==> src/rtl/err_compute_if.sv <==
// Handshake and result bundle between the IR sweep/error stage and its A2D and PID neighbours.
// The slave modport is the err_compute block; the master side drives go and the A2D return path.
interface err_compute_if;
    logic        go;
    logic        cnv_cmplt;
    logic [11:0] a2d_res;
    logic        strt_cnv;
    logic [2:0]  a2d_chnnl;
    logic        IR_en;
    logic        busy;
    logic [9:0]  err_sat;
    logic        err_vld;

    modport master (
        output go, cnv_cmplt, a2d_res,
        input  strt_cnv, a2d_chnnl, IR_en, busy, err_sat, err_vld
    );

    modport slave (
        input  go, cnv_cmplt, a2d_res,
        output strt_cnv, a2d_chnnl, IR_en, busy, err_sat, err_vld
    );
endinterface

==> src/rtl/err_compute.sv <==
// Sweeps 8 IR channels through the A2D, accumulates a position-weighted left/right difference,
// then shifts and saturates it into a 10-bit signed error with a one-cycle valid strobe.
module err_compute #(
    parameter int unsigned SETTLE_CYC = 16,
    parameter int unsigned SHIFT      = 3
) (
    input logic          clk,
    input logic          rst_n,
    err_compute_if.slave bus
);

    typedef enum logic [2:0] {StIdle, StSettle, StStart, StWait, StDone} state_t;

    localparam logic [7:0] SettleLast = 8'(SETTLE_CYC - 1);

    state_t             state;
    logic [7:0]         settle_cnt;
    logic signed [16:0] acc;

    logic [14:0]        prod;
    logic signed [16:0] term;
    logic signed [16:0] acc_upd;
    logic signed [16:0] shifted;
    logic [9:0]         sat;

    // Pair index ch[2:1] selects weight 1/2/4/8; even channels are left (subtract).
    assign prod    = {3'b000, bus.a2d_res} << bus.a2d_chnnl[2:1];
    assign term    = signed'({2'b00, prod});
    assign acc_upd = bus.a2d_chnnl[0] ? (acc + term) : (acc - term);
    assign shifted = acc >>> SHIFT;

    always_comb begin
        sat = shifted[9:0];
        if (shifted > 17'sd511) begin
            sat = 10'h1FF;
        end else if (shifted < -17'sd512) begin
            sat = 10'h200;
        end
    end

    always_ff @(posedge clk or negedge rst_n) begin
        if (!rst_n) begin
            state         <= StIdle;
            settle_cnt    <= 8'd0;
            acc           <= 17'sd0;
            bus.strt_cnv  <= 1'b0;
            bus.a2d_chnnl <= 3'd0;
            bus.IR_en     <= 1'b0;
            bus.busy      <= 1'b0;
            bus.err_sat   <= 10'd0;
            bus.err_vld   <= 1'b0;
        end else begin
            bus.strt_cnv <= 1'b0;
            bus.err_vld  <= 1'b0;
            unique case (state)
                StIdle: begin
                    if (bus.go) begin
                        state         <= StSettle;
                        acc           <= 17'sd0;
                        bus.a2d_chnnl <= 3'd0;
                        settle_cnt    <= 8'd0;
                        bus.IR_en     <= 1'b1;
                        bus.busy      <= 1'b1;
                    end
                end
                StSettle: begin
                    if (settle_cnt == SettleLast) begin
                        state        <= StStart;
                        bus.strt_cnv <= 1'b1;
                    end else begin
                        settle_cnt <= settle_cnt + 8'd1;
                    end
                end
                StStart: begin
                    state <= StWait;
                end
                StWait: begin
                    if (bus.cnv_cmplt) begin
                        acc <= acc_upd;
                        if (bus.a2d_chnnl == 3'd7) begin
                            state <= StDone;
                        end else begin
                            bus.a2d_chnnl <= bus.a2d_chnnl + 3'd1;
                            state         <= StStart;
                            bus.strt_cnv  <= 1'b1;
                        end
                    end
                end
                StDone: begin
                    bus.err_sat <= sat;
                    bus.err_vld <= 1'b1;
                    bus.IR_en   <= 1'b0;
                    bus.busy    <= 1'b0;
                    state       <= StIdle;
                end
                default: state <= StIdle;
            endcase
        end
    end

endmodule
==> src/flat_wrapper.sv <==
// flat-port wrapper written by rule: the top's interface ports become plain ports
module err_compute_flat 
#(
    parameter int unsigned SETTLE_CYC = 16,
    parameter int unsigned SHIFT      = 3
)
  (clk, rst_n, bus_go, bus_cnv_cmplt, bus_a2d_res, bus_strt_cnv, bus_a2d_chnnl, bus_IR_en, bus_busy, bus_err_sat, bus_err_vld);
  err_compute_if bus_i ();
  input logic clk;
  input logic rst_n;
  input wire logic [$bits(bus_i.go)-1:0] bus_go;
  input wire logic [$bits(bus_i.cnv_cmplt)-1:0] bus_cnv_cmplt;
  input wire logic [$bits(bus_i.a2d_res)-1:0] bus_a2d_res;
  output wire logic [$bits(bus_i.strt_cnv)-1:0] bus_strt_cnv;
  output wire logic [$bits(bus_i.a2d_chnnl)-1:0] bus_a2d_chnnl;
  output wire logic [$bits(bus_i.IR_en)-1:0] bus_IR_en;
  output wire logic [$bits(bus_i.busy)-1:0] bus_busy;
  output wire logic [$bits(bus_i.err_sat)-1:0] bus_err_sat;
  output wire logic [$bits(bus_i.err_vld)-1:0] bus_err_vld;
  assign bus_i.go = bus_go;
  assign bus_i.cnv_cmplt = bus_cnv_cmplt;
  assign bus_i.a2d_res = bus_a2d_res;
  assign bus_strt_cnv = bus_i.strt_cnv;
  assign bus_a2d_chnnl = bus_i.a2d_chnnl;
  assign bus_IR_en = bus_i.IR_en;
  assign bus_busy = bus_i.busy;
  assign bus_err_sat = bus_i.err_sat;
  assign bus_err_vld = bus_i.err_vld;
  err_compute #(.SETTLE_CYC(SETTLE_CYC), .SHIFT(SHIFT)) u_core (.clk(clk), .rst_n(rst_n), .bus(bus_i));
endmodule
==> config.mk <==
export PLATFORM = sky130hd
export DESIGN_NAME = err_compute_flat
export DESIGN_NICKNAME = d
export VERILOG_FILES = /design/src/rtl/err_compute_if.sv /design/src/rtl/err_compute.sv /design/src/flat_wrapper.sv
export SDC_FILE = /design/constraint.sdc
export NUM_CORES = 1
export LEC_CHECK = 0
export ABC_AREA = 1
export BUFFER_PORTS_ARGS = -buffer_cell sky130_fd_sc_hd__clkbuf_2
export CAP_MARGIN = 40
export CORE_MARGIN = 2
export CORE_UTILIZATION = 25
export DETAILED_ROUTE_END_ITERATION = 10
export HOLD_SLACK_MARGIN = 0.03
export MAX_ROUTING_LAYER = met4
export PLACE_DENSITY = 0.38
export SETUP_SLACK_MARGIN = 0.2
export SLEW_MARGIN = 25
export SYNTH_ARGS = -nofsm -noshare
export SYNTH_HDL_FRONTEND = slang
export SYNTH_SLANG_ARGS = --single-unit
==> constraint.sdc <==
create_clock -name clk -period 4.2 [get_ports clk]
set_clock_uncertainty 0.2 [all_clocks]
set_input_delay 0.84 -clock clk [delete_from_list [all_inputs] [get_ports clk]]
set_output_delay 0.84 -clock clk [all_outputs]
set_load 0.03 [all_outputs]
======== After elaboration in Yosys (flattened, before gate mapping) ========
Index checks and enable logic that the tools add are counted.
cells by class
  reduce and logical (&&, ||, !) cells .... 9
  shift operators ......................... 1
  mux-type cells .......................... 25
  bitwise logic cells ..................... 0
  add/sub/neg operators ................... 4
  equal/unequal tests ..................... 11
  $lt $le $gt $ge ......................... 2
  div/mod/pow operators ................... 0
  multipliers ............................. 0
operators by type and width
  operator              count
  $mux 17               3
  $pmux 17 s2           1
  $mux 3                7
  $mux 10               2
  $add 17x16->17        1
  $sub 17x16->17        1
  $mux 8                2
  $pmux 8 s2            1
  $shl 12x2->15         1
  $gt 14x10->1 const B  1
  $lt 14x10->1 const B  1
  $pmux 3 s4            1
  $reduce_and 3->1      3
  $add 8x1->8 const B   1
  $eq 8x4->1 const B    1
  $ne 2x2->1 const B    4
  $eq 3x2->1 const B    2
  $eq 3x3->1 const B    2
  $pmux 3 s2            1
  $reduce_bool 2->1     3
  $mux 1                5
  $pmux 1 s2            2
  $reduce_and 4->1      1
  $add 3x1->3 const B   1
  other kinds (4)       4
storage, ports and cells
  register bits after elaboration ......... 44
  input port bits ......................... 16
  logic and storage cells ................. 60
  ROM bits ................................ 0
  output and inout bits ................... 17
  latch bits .............................. 0
  RAM bits ................................ 0
  memories ................................ 0

======== Depth between registers and ports, before layout ========
  depth in word-level cells ............... 5
  gate-level depth with buffers ........... 23
  depth with buffers taken out ............ 22

======== Worst setup path before layout ========
Ideal clock, no wire load.
  kind .................................... in2reg
  start point ............................. in bus_a2d_res[0]
  end point ............................... reg u_core.acc[16]
  stages .................................. 16
  data required time ...................... 3,883 ps
  buffers on the path ..................... 0
  setup time .............................. 117 ps
  arrival ................................. 2,983 ps
  setup slack ............................. 900 ps
  cell sequence ........................... nand2_1 > a21oi_1 > inv_1 > ha_1 > nand2_1 > o21ai_0 > inv_1 > fa_1 > o21ai_0 > a21oi_1 > o21ai_0 > nand2_1 > nand2_1 > nand3_1 > nand3_1 > nand2_1
between the ends
  word-level cells in the longest chain between the ends .. 5
  elaborated cells between the ends (all ways) .. 6
  classes of those cells .................. 2 x add/sub; 1 x shift; 3 x mux
RTL lines
  item                                                     RTL line            source
  start, declared                                          flat_wrapper.sv:13  input wire logic [$bits(bus_i.a2d_res)-1:0] bus_a2d_res;
  $shl 12x2->15 *                                          err_compute.sv:27   assign prod = {3'b000, bus.a2d_res} << bus.a2d_chnnl[2:1];
  $sub 17x16->17 / $add 17x16->17 (equally long branches)  err_compute.sv:29   assign acc_upd = bus.a2d_chnnl[0] ? (acc + term) : (acc - term);
  $mux 17 *                                                err_compute.sv:29
  $mux 17 *                                                err_compute.sv:78   if (bus.cnv_cmplt) begin
  $pmux 17 s2 *                                            err_compute.sv:55   unique case (state)
  end signal, assigned                                     err_compute.sv:79   acc <= acc_upd;
  end, declared                                            err_compute.sv:18   logic signed [16:0] acc;
Mark *: on every way between the ends. The rest lies on a longest branch, timed or not. The select of a mux whose other input is x is not followed.
A chain may end at the register's enable or synchronous reset.

======== Worst setup path after layout ========
Ends and elaborated chain as after synthesis.

==> flow_metrics.py <==
metrics = {
    "run_status": {
        "run_status": "completed",
    },
    "yosys": {
        "ys_top_cells_by_area": "dfrtp_1 (33%), nand2_1 (14%), ha_1 (7.5%), inv_1 (7.4%), nand3_1 (7.1%)",
        "ys_warn_count": 0,
        "avgSynthCellArea_sq_um": 6.89,
        "synth_seq_cells": 44,
        "yosysUniqueCellTypes": 36,
        "ys_async_sr_fraction": 1.00,
        "synthesis.area_sq_um": 3330,
        "yosysTopAreaCell": "dfrtp_1",
        "ys.flop_type": "dfrtp_1",
        "ys_seq_area_frac": 0.331,
        "synthesis.nets": 520,
        "synth_edf_count": 0,
        "yosysTopAreaCellShare": 0.331,
        "synthCells": 483,
    },
    "clock_network": {
        "ctsResizeCount": 0,
        "root_buffer": "clkbuf_16",
        "numCtsBuffers": 5,
        "cts_buffer_depth": 2,
        "insertion_delay_ps": 290,
        "clkTransAtPathRegs_ps": 60,
        "cts_tree": "yes",
        "h-tree-depth": 2,
        "postCtsSetupRepairBufs": 0,
        "cts_sinks": 44,
        "cts_hold_buffers": 0,
    },
    "sta": {
        "fmax_mhz": 282,
        "drv_slew": 0,
        "setup_viol_count_final": 0,
        "fin_crit_sh": 0.846,
        "hold_viol_final": 0,
        "finalSetupTns_ps": 0,
        "maxSlewHeadroom": 0.589,
        "finalCriticalPeriod_ps": 3550,
        "worst_pin_slew_ps": 612,
        "rsz0062_at_grt": "no",
    },
    "die": {
        "coreArea_sq_um": 13100,
        "pin_count": 33,
        "floorplan.initialDensity": 0.253,
        "die_width_um": 119,
        "die_height_um": 119,
        "num_rows": 42,
        "die-area_sq_um": 14300,
    },
    "setup_path": {
        "critPathKind": "input pin to flop",
        "arrival_ps": 3540,
        "reg2reg_slack_ps": 680,
        "cp-start-kind": "input pin",
        "critPathCaptureType": "flop",
        "cp_max_fo": 3,
        "crit_required_ps": 4190,
    },
    "route": {
        "first_pass_iters": 4,
        "wl_per_cell_um": 12.4,
        "viasPerCell": 4.37,
        "drcViolationCount": 0,
        "vias": 3019,
        "postRouteAntennaNets": 0,
        "wirelength_mm": 8.55,
        "drt-initial-drc-count": 207,
    },
    "run": {
        "maxCapViolations": 0,
    },
    "placed_design": {
        "place_inst": 684,
        "dp_hpwl_mm": 6.95,
        "gp_congestion": 0.874,
        "port_buffers": 32,
    },
    "global_route": {
        "grt_use_total": 0.132,
        "antenna_found_initial": 0,
        "grt_overflow": 0,
        "grt_first_pass_wirelength_mm": 14.7,
        "grt_pass1_vias": 3006,
        "grt_max_degree": 25,
    },
    "cells_and_area": {
        "final_cell_mix": "nand2_1 (123), inv_1 (66), nand3_1 (47)",
        "nets": 552,
        "n_antenna_cell": 0,
        "layout_commonest_cell": "nand2_1",
        "syn2layout_area_growth_pct": 14.4,
        "drive_above_1_share": 0.115,
        "final_cell_count_no_fill": 691,
    },
    "hold_path": {
        "hold_class": "flop to flop",
    },
}
critical path, stage by stage:
cell,delay (ps)
clkbuf_2,90
nand2_1,60
a21oi_1,160
inv_1,90
ha_1,280
nand2_1,40
o21ai_0,140
inv_1,100
fa_1,440
o21ai_0,330
a21oi_1,190
o21ai_0,360
nand2_1,100
nand2_1,100
nand3_1,80
nand3_1,80
nand2_1,40
Yosys cell counts (2+ instances only):
master      n
clkbuf_1    4
nand3_2     2
nand2_2     8
buf_2       4
o22ai_1     2
o21ai_0    40
dfrtp_1    44
nor3_1      6
o21ai_1     5
xnor2_1     8
buf_4       2
nand2_1   123
nor2_2      3
inv_1      66
nor2_1     39
o21bai_1    3
xor2_1     11
a21oi_1    30
nand3_1    47
ha_1       20
kinds of logic after synthesis:
kind of cell | synth area share
muxes | 0.00301
AOI/OAI and AO/OA | 0.140
and+or+nand+nor | 0.301
adders and majority gates | 0.0812
DFF | 0.331
buffers and inverters | 0.0939
xor gates and xnor gates | 0.0500
routing by layer:
layer  GRT usage  vias to the layer above  part of all wire
li1            -                     1626                 -
met1       0.175                     1318              0.51
met2       0.207                       62              0.43
met3      0.0216                       13             0.042
met4      0.0463                        0             0.019
met5           -                        -                 0
state kept, by name (all words and copies together), names as in the netlist:
signal,cells
u_core.bus.err_sat,10
u_core.state,3
u_core.bus.IR_en,1
u_core.bus.err_vld,1
u_core.bus.strt_cnv,1
u_core.acc,17
u_core.settle_cnt,8
u_core.bus.a2d_chnnl,3
cell type report:
cell class,instances,area (sq um)
flip-flops and latches,44,1100
clock buffers,6,129
fillers,1468,9330
repair buffers,36,188
inverters,67,251
well taps,176,220
multi-input cells,361,1920
clock inverters,1,5.00
through the flow:
step / utilization / instance area [sq um] / setup WS, ps / hold slack [ps]
2_1_floorplan: - / 3330 / 900 / 228
3_3_place_gp: 0.279 / 3670 / 344 / 272
3_5_place_dp: 0.280 / 3680 / 337 / 274
4_1_cts: 0.290 / 3810 / 648 / 289
5_1_grt: 0.290 / 3810 / 272 / 306
6_report: 0.290 / 3810 / 648 / 282
final timing paths:
kind | start | endpoint | cells after the start
setup / recovery | bus_a2d_res[0] | u_core.acc[16] | 17
hold / removal | u_core.bus.err_sat[7] | u_core.bus.err_sat[7] | 2
setup reg to reg | u_core.bus.a2d_chnnl[1] | u_core.acc[16] | 17
hold reg to reg | u_core.bus.err_sat[7] | u_core.bus.err_sat[7] | 2
max in group asynchronous | rst_n | u_core.acc[4] | 2
min in group asynchronous | rst_n | u_core.settle_cnt[4] | 1
Power is not shown: default switching activity piles up to over one toggle a cycle in this logic, so the estimate is an artifact.
